===== src/rtl/z80_rp_incdec_seq.sv =====
// Byte-fed sequencer for Z80 16-bit register-pair INC/DEC with DD/FD prefix chains.
// Optional feature macro: RP_INCDEC_WRAP_EN adds the o_wrap output.
module z80_rp_incdec_seq #(
    parameter int WIDTH      = 16,
    parameter int LATENCY    = 2,
    parameter int MAX_PREFIX = 4,
    localparam int PC_W      = $clog2(MAX_PREFIX + 2)
) (
    input  logic             i_clk,
    input  logic             i_reset,
    input  logic             i_op_valid,
    output logic             o_op_ready,
    input  logic [7:0]       i_op_byte,
    input  logic [WIDTH-1:0] i_bc,
    input  logic [WIDTH-1:0] i_de,
    input  logic [WIDTH-1:0] i_hl,
    input  logic [WIDTH-1:0] i_sp,
    input  logic [WIDTH-1:0] i_ix,
    input  logic [WIDTH-1:0] i_iy,
    output logic             o_wr_valid,
    output logic [2:0]       o_wr_sel,
    output logic [WIDTH-1:0] o_wr_data,
    output logic [PC_W-1:0]  o_pc_inc,
    output logic             o_illegal,
    output logic             o_busy
`ifdef RP_INCDEC_WRAP_EN
    ,
    output logic             o_wrap
`endif
);

    typedef enum logic [1:0] {ST_IDLE, ST_PREFIX, ST_EXEC, ST_WB} state_t;

    localparam int CNT_W = (LATENCY > 2) ? $clog2(LATENCY - 1) : 1;
    localparam logic [CNT_W-1:0] EXEC_LAST = CNT_W'((LATENCY > 1) ? LATENCY - 2 : 0);
    localparam logic [PC_W-1:0]  PC_MAX    = PC_W'(MAX_PREFIX);
    localparam logic [PC_W-1:0]  PC_OVF    = PC_W'(MAX_PREFIX + 1);

    state_t           state_reg;
    logic [PC_W-1:0]  count_reg;
    logic             idx_iy_reg;
    logic [CNT_W-1:0] exec_cnt_reg;
    logic [2:0]       sel_hold_reg;
    logic [WIDTH-1:0] res_hold_reg;

    logic             wr_valid_reg;
    logic [2:0]       wr_sel_reg;
    logic [WIDTH-1:0] wr_data_reg;
    logic [PC_W-1:0]  pc_inc_reg;
    logic             illegal_reg;

    logic             accept;
    logic             is_prefix;
    logic             is_match;
    logic [PC_W-1:0]  count_inc;
    logic [2:0]       sel_next;
    logic [WIDTH-1:0] operand;
    logic [WIDTH-1:0] res_next;

    assign o_op_ready = ~i_reset & ((state_reg == ST_IDLE) || (state_reg == ST_PREFIX));
    assign o_busy     = (state_reg != ST_IDLE);
    assign accept     = i_op_valid & o_op_ready;
    assign is_prefix  = (i_op_byte == 8'hDD) || (i_op_byte == 8'hFD);
    assign is_match   = (i_op_byte[7:6] == 2'b00) && (i_op_byte[2:0] == 3'b011);
    assign count_inc  = count_reg + PC_W'(1);

    assign o_wr_valid = wr_valid_reg;
    assign o_wr_sel   = wr_sel_reg;
    assign o_wr_data  = wr_data_reg;
    assign o_pc_inc   = pc_inc_reg;
    assign o_illegal  = illegal_reg;

    // Only HL is redirected by an index prefix; count_reg is zero in IDLE so no prefix applies there.
    always_comb begin
        sel_next = 3'd0;
        operand  = i_bc;
        case (i_op_byte[5:4])
            2'd0: begin
                sel_next = 3'd0;
                operand  = i_bc;
            end
            2'd1: begin
                sel_next = 3'd1;
                operand  = i_de;
            end
            2'd2: begin
                if (count_reg != '0) begin
                    sel_next = idx_iy_reg ? 3'd5 : 3'd4;
                    operand  = idx_iy_reg ? i_iy : i_ix;
                end else begin
                    sel_next = 3'd2;
                    operand  = i_hl;
                end
            end
            default: begin
                sel_next = 3'd3;
                operand  = i_sp;
            end
        endcase
        res_next = i_op_byte[3] ? (operand - WIDTH'(1)) : (operand + WIDTH'(1));
    end

`ifdef RP_INCDEC_WRAP_EN
    logic wrap_next;
    logic wrap_hold_reg;
    logic wrap_reg;

    assign wrap_next = i_op_byte[3] ? (operand == '0) : (operand == '1);
    assign o_wrap    = wrap_reg;
`endif

    always_ff @(posedge i_clk) begin
        if (i_reset) begin
            state_reg    <= ST_IDLE;
            count_reg    <= '0;
            idx_iy_reg   <= 1'b0;
            exec_cnt_reg <= '0;
            sel_hold_reg <= '0;
            res_hold_reg <= '0;
            wr_valid_reg <= 1'b0;
            wr_sel_reg   <= '0;
            wr_data_reg  <= '0;
            pc_inc_reg   <= '0;
            illegal_reg  <= 1'b0;
`ifdef RP_INCDEC_WRAP_EN
            wrap_hold_reg <= 1'b0;
            wrap_reg      <= 1'b0;
`endif
        end else begin
            // Result outputs are single-cycle pulses and read as zero otherwise.
            wr_valid_reg <= 1'b0;
            wr_sel_reg   <= '0;
            wr_data_reg  <= '0;
            pc_inc_reg   <= '0;
            illegal_reg  <= 1'b0;
`ifdef RP_INCDEC_WRAP_EN
            wrap_reg     <= 1'b0;
`endif
            case (state_reg)
                ST_IDLE, ST_PREFIX: begin
                    if (accept) begin
                        if (is_prefix) begin
                            if (count_reg == PC_MAX) begin
                                illegal_reg <= 1'b1;
                                pc_inc_reg  <= PC_OVF;
                                state_reg   <= ST_IDLE;
                                count_reg   <= '0;
                                idx_iy_reg  <= 1'b0;
                            end else begin
                                count_reg  <= count_inc;
                                idx_iy_reg <= (i_op_byte == 8'hFD);
                                state_reg  <= ST_PREFIX;
                            end
                        end else if (is_match) begin
                            // Snapshot the result now so later register-file changes cannot leak in.
                            sel_hold_reg <= sel_next;
                            res_hold_reg <= res_next;
                            exec_cnt_reg <= '0;
`ifdef RP_INCDEC_WRAP_EN
                            wrap_hold_reg <= wrap_next;
`endif
                            if (LATENCY == 1) begin
                                state_reg    <= ST_WB;
                                wr_valid_reg <= 1'b1;
                                wr_sel_reg   <= sel_next;
                                wr_data_reg  <= res_next;
                                pc_inc_reg   <= count_inc;
`ifdef RP_INCDEC_WRAP_EN
                                wrap_reg     <= wrap_next;
`endif
                            end else begin
                                state_reg <= ST_EXEC;
                            end
                        end else begin
                            illegal_reg <= 1'b1;
                            pc_inc_reg  <= count_inc;
                            state_reg   <= ST_IDLE;
                            count_reg   <= '0;
                            idx_iy_reg  <= 1'b0;
                        end
                    end
                end
                ST_EXEC: begin
                    if (exec_cnt_reg == EXEC_LAST) begin
                        state_reg    <= ST_WB;
                        wr_valid_reg <= 1'b1;
                        wr_sel_reg   <= sel_hold_reg;
                        wr_data_reg  <= res_hold_reg;
                        pc_inc_reg   <= count_inc;
`ifdef RP_INCDEC_WRAP_EN
                        wrap_reg     <= wrap_hold_reg;
`endif
                    end else begin
                        exec_cnt_reg <= exec_cnt_reg + CNT_W'(1);
                    end
                end
                default: begin
                    state_reg  <= ST_IDLE;
                    count_reg  <= '0;
                    idx_iy_reg <= 1'b0;
                end
            endcase
        end
    end

endmodule


===== config.mk =====
export PLATFORM = sky130hd
export DESIGN_NAME = z80_rp_incdec_seq
export DESIGN_NICKNAME = d
export VERILOG_FILES = /design/src/rtl/z80_rp_incdec_seq.sv
export SDC_FILE = /design/constraint.sdc
export NUM_CORES = 1
export LEC_CHECK = 0
export BUFFER_PORTS_ARGS = -buffer_cell sky130_fd_sc_hd__buf_2
export CORE_MARGIN = 5
export CORE_UTILIZATION = 45
export CTS_CLUSTER_DIAMETER = 30
export DETAILED_ROUTE_END_ITERATION = 7
export PLACE_DENSITY_LB_ADDON = 0.08
export SETUP_SLACK_MARGIN = 0.3
export SLEW_MARGIN = 25
export SYNTH_ARGS = -nofsm -noshare
export SYNTH_HDL_FRONTEND = slang
export SYNTH_SLANG_ARGS = --single-unit

===== constraint.sdc =====
create_clock -name i_clk -period 10.4 [get_ports i_clk]
set_clock_uncertainty 0.1 [all_clocks]
set_input_delay 2.08 -clock i_clk [delete_from_list [all_inputs] [get_ports i_clk]]
set_output_delay 2.08 -clock i_clk [all_outputs]
set_load 0.02 [all_outputs]

==> flow_metrics.py, run 1 <==
metrics = {
    "clocking": {
        "cts_inserted_buffers": 5,
        "cts_repair_resize_count": 0,
        "clk_path_buf_depth": 2,
        "clock_sinks": 49,
        "cts_setup_buffers": 0,
        "worst_setup_hold_path_clk_slew_ns": 0.08,
        "tritoncts_clock_tree": "built",
        "cts_hold_repair.buffers": 0,
        "clk_root_buffer_cell": "sky130_fd_sc_hd__clkbuf_8",
        "worstSkewPairLatency_ns": 0.30,
        "cts_htree_levels": 2,
    },
    "global_route": {
        "grt_usage_pct": 18.2,
        "grt_pass1_wl_mm": 13.1,
        "antenna_found_initial": 0,
        "first_global_vias": 2880,
        "globalRoute.totalOverflow": 0,
        "grt_start_max_net_pins": 38,
    },
    "placed_design": {
        "placed_cells_incl_taps": 591,
        "port_buffers": 132,
        "post-dp-hpwl_mm": 6.58,
        "pre_cts_ws_ns": 4.45,
        "globalplace.congestion": 0.885,
    },
    "yosys": {
        "synth_largest_type_area_fraction_pct": 30.8,
        "yosys-top-cells-area": "sky130_fd_sc_hd__dfxtp_1, sky130_fd_sc_hd__mux2i_1, sky130_fd_sc_hd__ha_1",
        "synth_fp_nets": 511,
        "yosys.area.top_type": "sky130_fd_sc_hd__dfxtp_1",
        "synthesis.yosys.warnings": 0,
        "synth.distinct_cells": 50,
        "synthesis.instances": 386,
        "synth_edf_count": 0,
        "ys_ff_latch": 49,
        "post_synth_instance_area_um2": 3180,
        "ys_async_sr_fraction_pct": 0,
        "ys.flop_type": "sky130_fd_sc_hd__dfxtp_1",
        "synth.yosys.seq_area_share_pct": 30.8,
        "syn-mean-instance-area_um2": 8.24,
    },
    "power_and_ir_drop": {
        "report.power.total_mw": 0.439,
        "power_frac_comb_pct": 25.3,
        "vdd_drop_max_mv": 0.0544,
        "power_frac_clock_pct": 31.6,
        "p_switching_mw": 0.121,
        "power.internal_mw": 0.318,
        "pwr_density_cell_nw_per_um2": 110,
        "leakagePower_nw": 1.89,
        "p_sw_share_pct": 27.5,
        "p_seq_share_pct": 43.1,
    },
    "detailed_routing": {
        "vias": 3136,
        "route.detailed.vias_per_inst": 5.24,
        "drtAntennaViolNets": 0,
        "route.detailed.wl_per_inst_um": 13.7,
        "detailedRoute.firstPassIterationCount": 4,
        "first_iter_violations": 184,
        "remaining_drc_errors": 0,
        "post_detailed_routing_wire_length_mm": 8.19,
    },
    "floorplan": {
        "design.die.area_um2": 8850,
        "die-width_um": 94.1,
        "die_h_um": 94.1,
        "floorplan.core_area_um2": 6830,
        "number_of_top_level_pins": 133,
        "core.rowCount": 30,
        "initial_utilization_pct": 46.6,
    },
    "cells_and_area": {
        "layout.cells.non_filler": 599,
        "final-seq-area_um2": 981,
        "layout_common_cells": "sky130_fd_sc_hd__buf_2, sky130_fd_sc_hd__dfxtp_1, sky130_fd_sc_hd__nor2_1",
        "synthToLayoutAreaGrowth_pct": 25.2,
        "layout_cell_share_with_drive_strength_beyond_1_pct": 29.6,
        "fillers": 670,
        "diodes": 0,
        "multi_input_area_um2": 2050,
        "final_core_utilization_pct": 58.3,
        "layout_commonest_cell": "sky130_fd_sc_hd__buf_2",
        "design.final.nets": 627,
    },
    "sta": {
        "hold_violations": 0,
        "report.final.slew_viol_count": 0,
        "worst_margin_pin_slew_ns": 1.00,
        "setup-tns-final_ns": 0,
        "maxSlewHeadroom_pct": 33.3,
        "timing.final.ws_setup_ns": 4.69,
        "fmaxAchievable_mhz": 175,
        "period_minus_ws_final_ns": 5.71,
        "rsz0062_at_grt": "false",
        "final.period_utilization_pct": 54.9,
        "report.final.setup_viol": 0,
    },
    "worst_hold_path": {
        "holdCritPathClass": "reg -> reg",
    },
    "setup_path": {
        "critPathLaunchType": "input port",
        "critPathKind": "in -> reg",
        "timing.critical_path.fanout_max": 37,
        "arrival_ns": 5.80,
        "worstPathRequired_ns": 10.49,
        "critPathCaptureType": "flop",
    },
    "outcome": {
        "outcome": "complete, no violations",
    },
    "job": {
        "cap_viol_max_count": 0,
    },
}
==> per-layer routing <==
layer | routed length, um | up-vias | global-route usage, %
li1 | - | 1634 | -
met1 | 3760 | 1366 | 25.7
met2 | 3650 | 126 | 27.1
met3 | 658 | 10 | 3.77
met4 | 127 | 0 | 6.26
met5 | 0 | - | 0
==> cells by family (layout without fill, tap and decap cells) <==
kind of cell,Yosys count,after routing,share of synthesized area (%)
AND/OR/NAND/NOR,146,146,23.9
AO/OA/AOI/OAI,95,95,20.4
flip-flops,49,49,30.8
buffers and inverters,36,153,4.64
multiplexers,32,32,10.2
adder cells (fa/ha/maj),18,18,7.31
XOR/XNOR,10,10,2.75
==> final cells by class <==
cell class	instances	share of cell area, %
Timing Repair Buffer	132	16.6
Clock inverter	2	0.942
Clock buffer	6	2.07
Sequential cell	49	24.6
Multi-Input combinational cell	301	51.5
Tap cell	96	3.02
Inverter	13	1.22
==> synthesized netlist by cell type (12+ instances only) <==
cell / count
sky130_fd_sc_hd__dfxtp_1: 49
sky130_fd_sc_hd__nor2_1: 39
sky130_fd_sc_hd__a21oi_1: 36
sky130_fd_sc_hd__mux2i_1: 31
sky130_fd_sc_hd__nand2_1: 24
sky130_fd_sc_hd__and3_1: 22
sky130_fd_sc_hd__nor2b_1: 21
sky130_fd_sc_hd__ha_1: 17
sky130_fd_sc_hd__clkbuf_1: 16
sky130_fd_sc_hd__a2111oi_0: 15
sky130_fd_sc_hd__inv_1: 13
sky130_fd_sc_hd__nand3_1: 12
sky130_fd_sc_hd__o21ai_0: 12
==> final timing paths <==
path / startpoint / endpoint / slack [ns] / cells past startpoint
hold / removal: res_hold_reg[5] / res_hold_reg[5] / 0.35 / 2
setup reg to reg: idx_iy_reg / res_hold_reg[14] / 6.32 / 13
setup / recovery: i_op_byte[5] / res_hold_reg[14] / 4.69 / 15
hold reg to reg: res_hold_reg[5] / res_hold_reg[5] / 0.35 / 2
==> worst max-delay path: stages <==
cell and delay (ns):
sky130_fd_sc_hd__buf_2 0.35, sky130_fd_sc_hd__nor2b_1 0.28, sky130_fd_sc_hd__nand2_1 0.44, sky130_fd_sc_hd__nor2_1 0.11, sky130_fd_sc_hd__a2111oi_0 0.39, sky130_fd_sc_hd__a21oi_1 0.09, sky130_fd_sc_hd__ha_1 0.37, sky130_fd_sc_hd__nor2b_1 0.16
sky130_fd_sc_hd__o21ai_0 0.17, sky130_fd_sc_hd__nand2b_1 0.11, sky130_fd_sc_hd__a21o_1 0.20, sky130_fd_sc_hd__a221o_1 0.37, sky130_fd_sc_hd__a31oi_1 0.32, sky130_fd_sc_hd__nor4_1 0.10, sky130_fd_sc_hd__a211o_1 0.24
==> metrics by stage <==
| stage | cell area [um^2] | hold slack [ns] |
|---|---|---|
| floorplan | 3180 | 0.327 |
| global placement | 3860 | 0.341 |
| detailed placement | 3860 | 0.345 |
| CTS | 3980 | 0.356 |
| global route | 3980 | 0.375 |
| finish | 3980 | 0.354 |
==> power by group through the flow <==
stage / combinational [mW] / sequential, mW / clock, mW
detailed placement: 0.110 / 0.193 / 0
global placement: 0.109 / 0.193 / 0
CTS: 0.111 / 0.189 / 0.141
floorplan: 0.0738 / 0.194 / 0
global route: 0.124 / 0.189 / 0.152
finish: 0.111 / 0.189 / 0.139
Note: power is estimated with default switching activity, not from simulation.
==> run 2, diff against run 1 <==
--- a/config.mk
+++ b/config.mk
@@ -7,7 +7,7 @@
 export LEC_CHECK = 0
 export BUFFER_PORTS_ARGS = -buffer_cell sky130_fd_sc_hd__buf_2
 export CORE_MARGIN = 5
-export CORE_UTILIZATION = 45
+export CORE_UTILIZATION = 44
 export CTS_CLUSTER_DIAMETER = 30
 export DETAILED_ROUTE_END_ITERATION = 7
 export PLACE_DENSITY_LB_ADDON = 0.08
==> constraint.sdc (replaced) <==
create_clock -name i_clk -period 5.15 [get_ports i_clk]
set_clock_uncertainty 0.1 [all_clocks]
set_input_delay 1.03 -clock i_clk [delete_from_list [all_inputs] [get_ports i_clk]]
set_output_delay 1.03 -clock i_clk [all_outputs]
set_load 0.02 [all_outputs]
==> flow_metrics.py, run 2 (synthesis gave the netlist of run 1 again) <==
metrics = {
    "clocking": {
        "clock_sinks": 49,
        "clk_path_buf_depth": 2,
        "cts_inserted_buffers": 5,
        "cts_htree_levels": 2,
        "cts_repair_resize_count": 0,
        "cts_setup_buffers": 0,
        "tritoncts_clock_tree": "built",
        "worst_setup_hold_path_clk_slew_ns": 0.08,
        "worstSkewPairLatency_ns": 0.29,
        "clk_root_buffer_cell": "sky130_fd_sc_hd__clkbuf_8",
        "cts_hold_repair.buffers": 0,
    },
    "detailed_routing": {
        "first_iter_violations": 161,
        "drtAntennaViolNets": 0,
        "route.detailed.vias_per_inst": 5.19,
        "route.detailed.wl_per_inst_um": 14.0,
        "vias": 3143,
        "post_detailed_routing_wire_length_mm": 8.48,
        "remaining_drc_errors": 0,
        "detailedRoute.firstPassIterationCount": 4,
    },
    "cells_and_area": {
        "layout_common_cells": "sky130_fd_sc_hd__buf_2, sky130_fd_sc_hd__dfxtp_1, sky130_fd_sc_hd__nor2_1",
        "diodes": 0,
        "synthToLayoutAreaGrowth_pct": 25.4,
        "final_core_utilization_pct": 55.9,
        "design.final.nets": 631,
        "layout.cells.non_filler": 606,
        "layout_cell_share_with_drive_strength_beyond_1_pct": 30.4,
        "finish.instance_area_um2": 3990,
        "layout_commonest_cell": "sky130_fd_sc_hd__buf_2",
    },
    "global_route": {
        "first_global_vias": 2984,
        "antenna_found_initial": 0,
        "grt_usage_pct": 18.5,
        "grt_start_max_net_pins": 32,
        "globalRoute.totalOverflow": 0,
        "grt_pass1_wl_mm": 13.6,
    },
    "sta": {
        "worst_margin_pin_slew_ns": 0.720,
        "timing.final.ws_setup_ns": 0.998,
        "maxSlewHeadroom_pct": 52.0,
        "fmaxAchievable_mhz": 241,
        "period_minus_ws_final_ns": 4.15,
        "hold_violations": 0,
        "rsz0062_at_grt": "false",
        "final.hold.worst_slack_ns": 0.359,
        "report.final.slew_viol_count": 0,
        "final.period_utilization_pct": 80.6,
        "report.final.setup_viol": 0,
        "setup-tns-final_ns": 0,
    },
    "setup_path": {
        "critPathLaunchType": "input port",
        "path_cells": "buf_2 -> nor2b_1 -> nand2_1 -> buf_4 -> nor2_1 -> a2111oi_0 -> a21oi_1 -> ha_1 -> nor2b_1 -> o21ai_0 -> nand2b_1 -> a21o_1 -> a221o_1 -> a31oi_1 -> nor4_1 -> a211o_1",
        "timing.critical_path.fanout_max": 16,
        "crit_path_max_incr_delay_ns": 0.38,
        "reg2reg_from": "count_reg[0]",
        "critPathCaptureType": "flop",
        "critPathKind": "in -> reg",
        "worstPathRequired_ns": 5.23,
        "crit_startpoint": "i_op_byte[5]",
        "critical-path-top-cell-by-count": "sky130_fd_sc_hd__nor2b_1",
        "timing.critical_path.max_delay_family": "compound AO/OA/AOI/OAI gates",
        "arrival_ns": 4.24,
        "critPathSlowestCell": "sky130_fd_sc_hd__a2111oi_0",
        "critPathBufInv": 2,
    },
    "floorplan": {
        "number_of_top_level_pins": 133,
        "core.rowCount": 31,
        "design.die.area_um2": 9030,
        "initial_utilization_pct": 44.6,
        "die-width_um": 95.0,
        "die_h_um": 95.0,
        "floorplan.core_area_um2": 7140,
    },
    "power_and_ir_drop": {
        "vdd_drop_max_mv": 0.0945,
        "pwr_density_cell_nw_per_um2": 208,
        "report.power.total_mw": 0.829,
        "leakagePower_nw": 1.89,
    },
    "placed_design": {
        "pre_cts_ws_ns": 0.707,
        "placed_inst_area_um2": 3900,
        "port_buffers": 132,
        "globalplace.congestion": 0.851,
        "placed_cells_incl_taps": 598,
        "post-dp-hpwl_mm": 6.71,
    },
    "job": {
        "cap_viol_max_count": 0,
    },
    "worst_hold_path": {
        "holdCritPathClass": "reg -> reg",
        "worst_hold_startpoint": "res_hold_reg[5]",
    },
    "outcome": {
        "outcome": "complete, no violations",
    },
}
==> run 2: cell types whose count changed in the layout (fill, tap and decap cells not counted) <==
cell	change
sky130_fd_sc_hd__clkinvlp_4	+1
sky130_fd_sc_hd__nor2_2	+1
sky130_fd_sc_hd__bufinv_16	-1
sky130_fd_sc_hd__nor2b_2	+1
sky130_fd_sc_hd__nor2b_1	-1
sky130_fd_sc_hd__nor2_1	-1
sky130_fd_sc_hd__clkbuf_8	-1
sky130_fd_sc_hd__clkbuf_1	+1
sky130_fd_sc_hd__buf_4	+4
==> run 2: worst register-to-register path, delay by kind of cell (launching register included) <==
kind            cells  cell delay (ns)
compound gates      7             1.80
simple gates        6             0.68
fa+ha+maj           2             0.62
flops               1             0.34
buf+inv             2             0.30
==> run 2: report_power, final <==
group | switching (mW) | internal, mW
sequential | 0.00102 | 0.381
combinational | 0.124 | 0.105
clock | 0.123 | 0.0958
total | 0.248 | 0.582
==> run 2: per-layer routing <==
metal  wire length (um)  vias to the layer above  global-route usage (%)  share of wire [%]
li1                   -                     1639                       -                  -
met1               4230                     1375                    27.2                 50
met2               3600                      123                    28.3                 43
met3                540                        6                    2.92                6.4
met4                102                        0                    4.57                1.2
met5                  0                        -                       0                  0
==> run 2: area by class of cell <==
cell class              instances  area [um^2]
clock buffers                   6         72.6
clock inverters                 2         15.0
fillers                       723         3150
inverters                      13         48.8
multi-input cells             301         2060
flip-flops and latches         49          981
well taps                      99          124
repair buffers                136          691
==> run 2: worst paths after layout <==
path         slack, ns               end  cells after the start
min reg2reg       0.36   res_hold_reg[5]                      2
min               0.36   res_hold_reg[5]                      2
max reg2reg       1.22  res_hold_reg[14]                     17
max                1.0  res_hold_reg[14]                     16
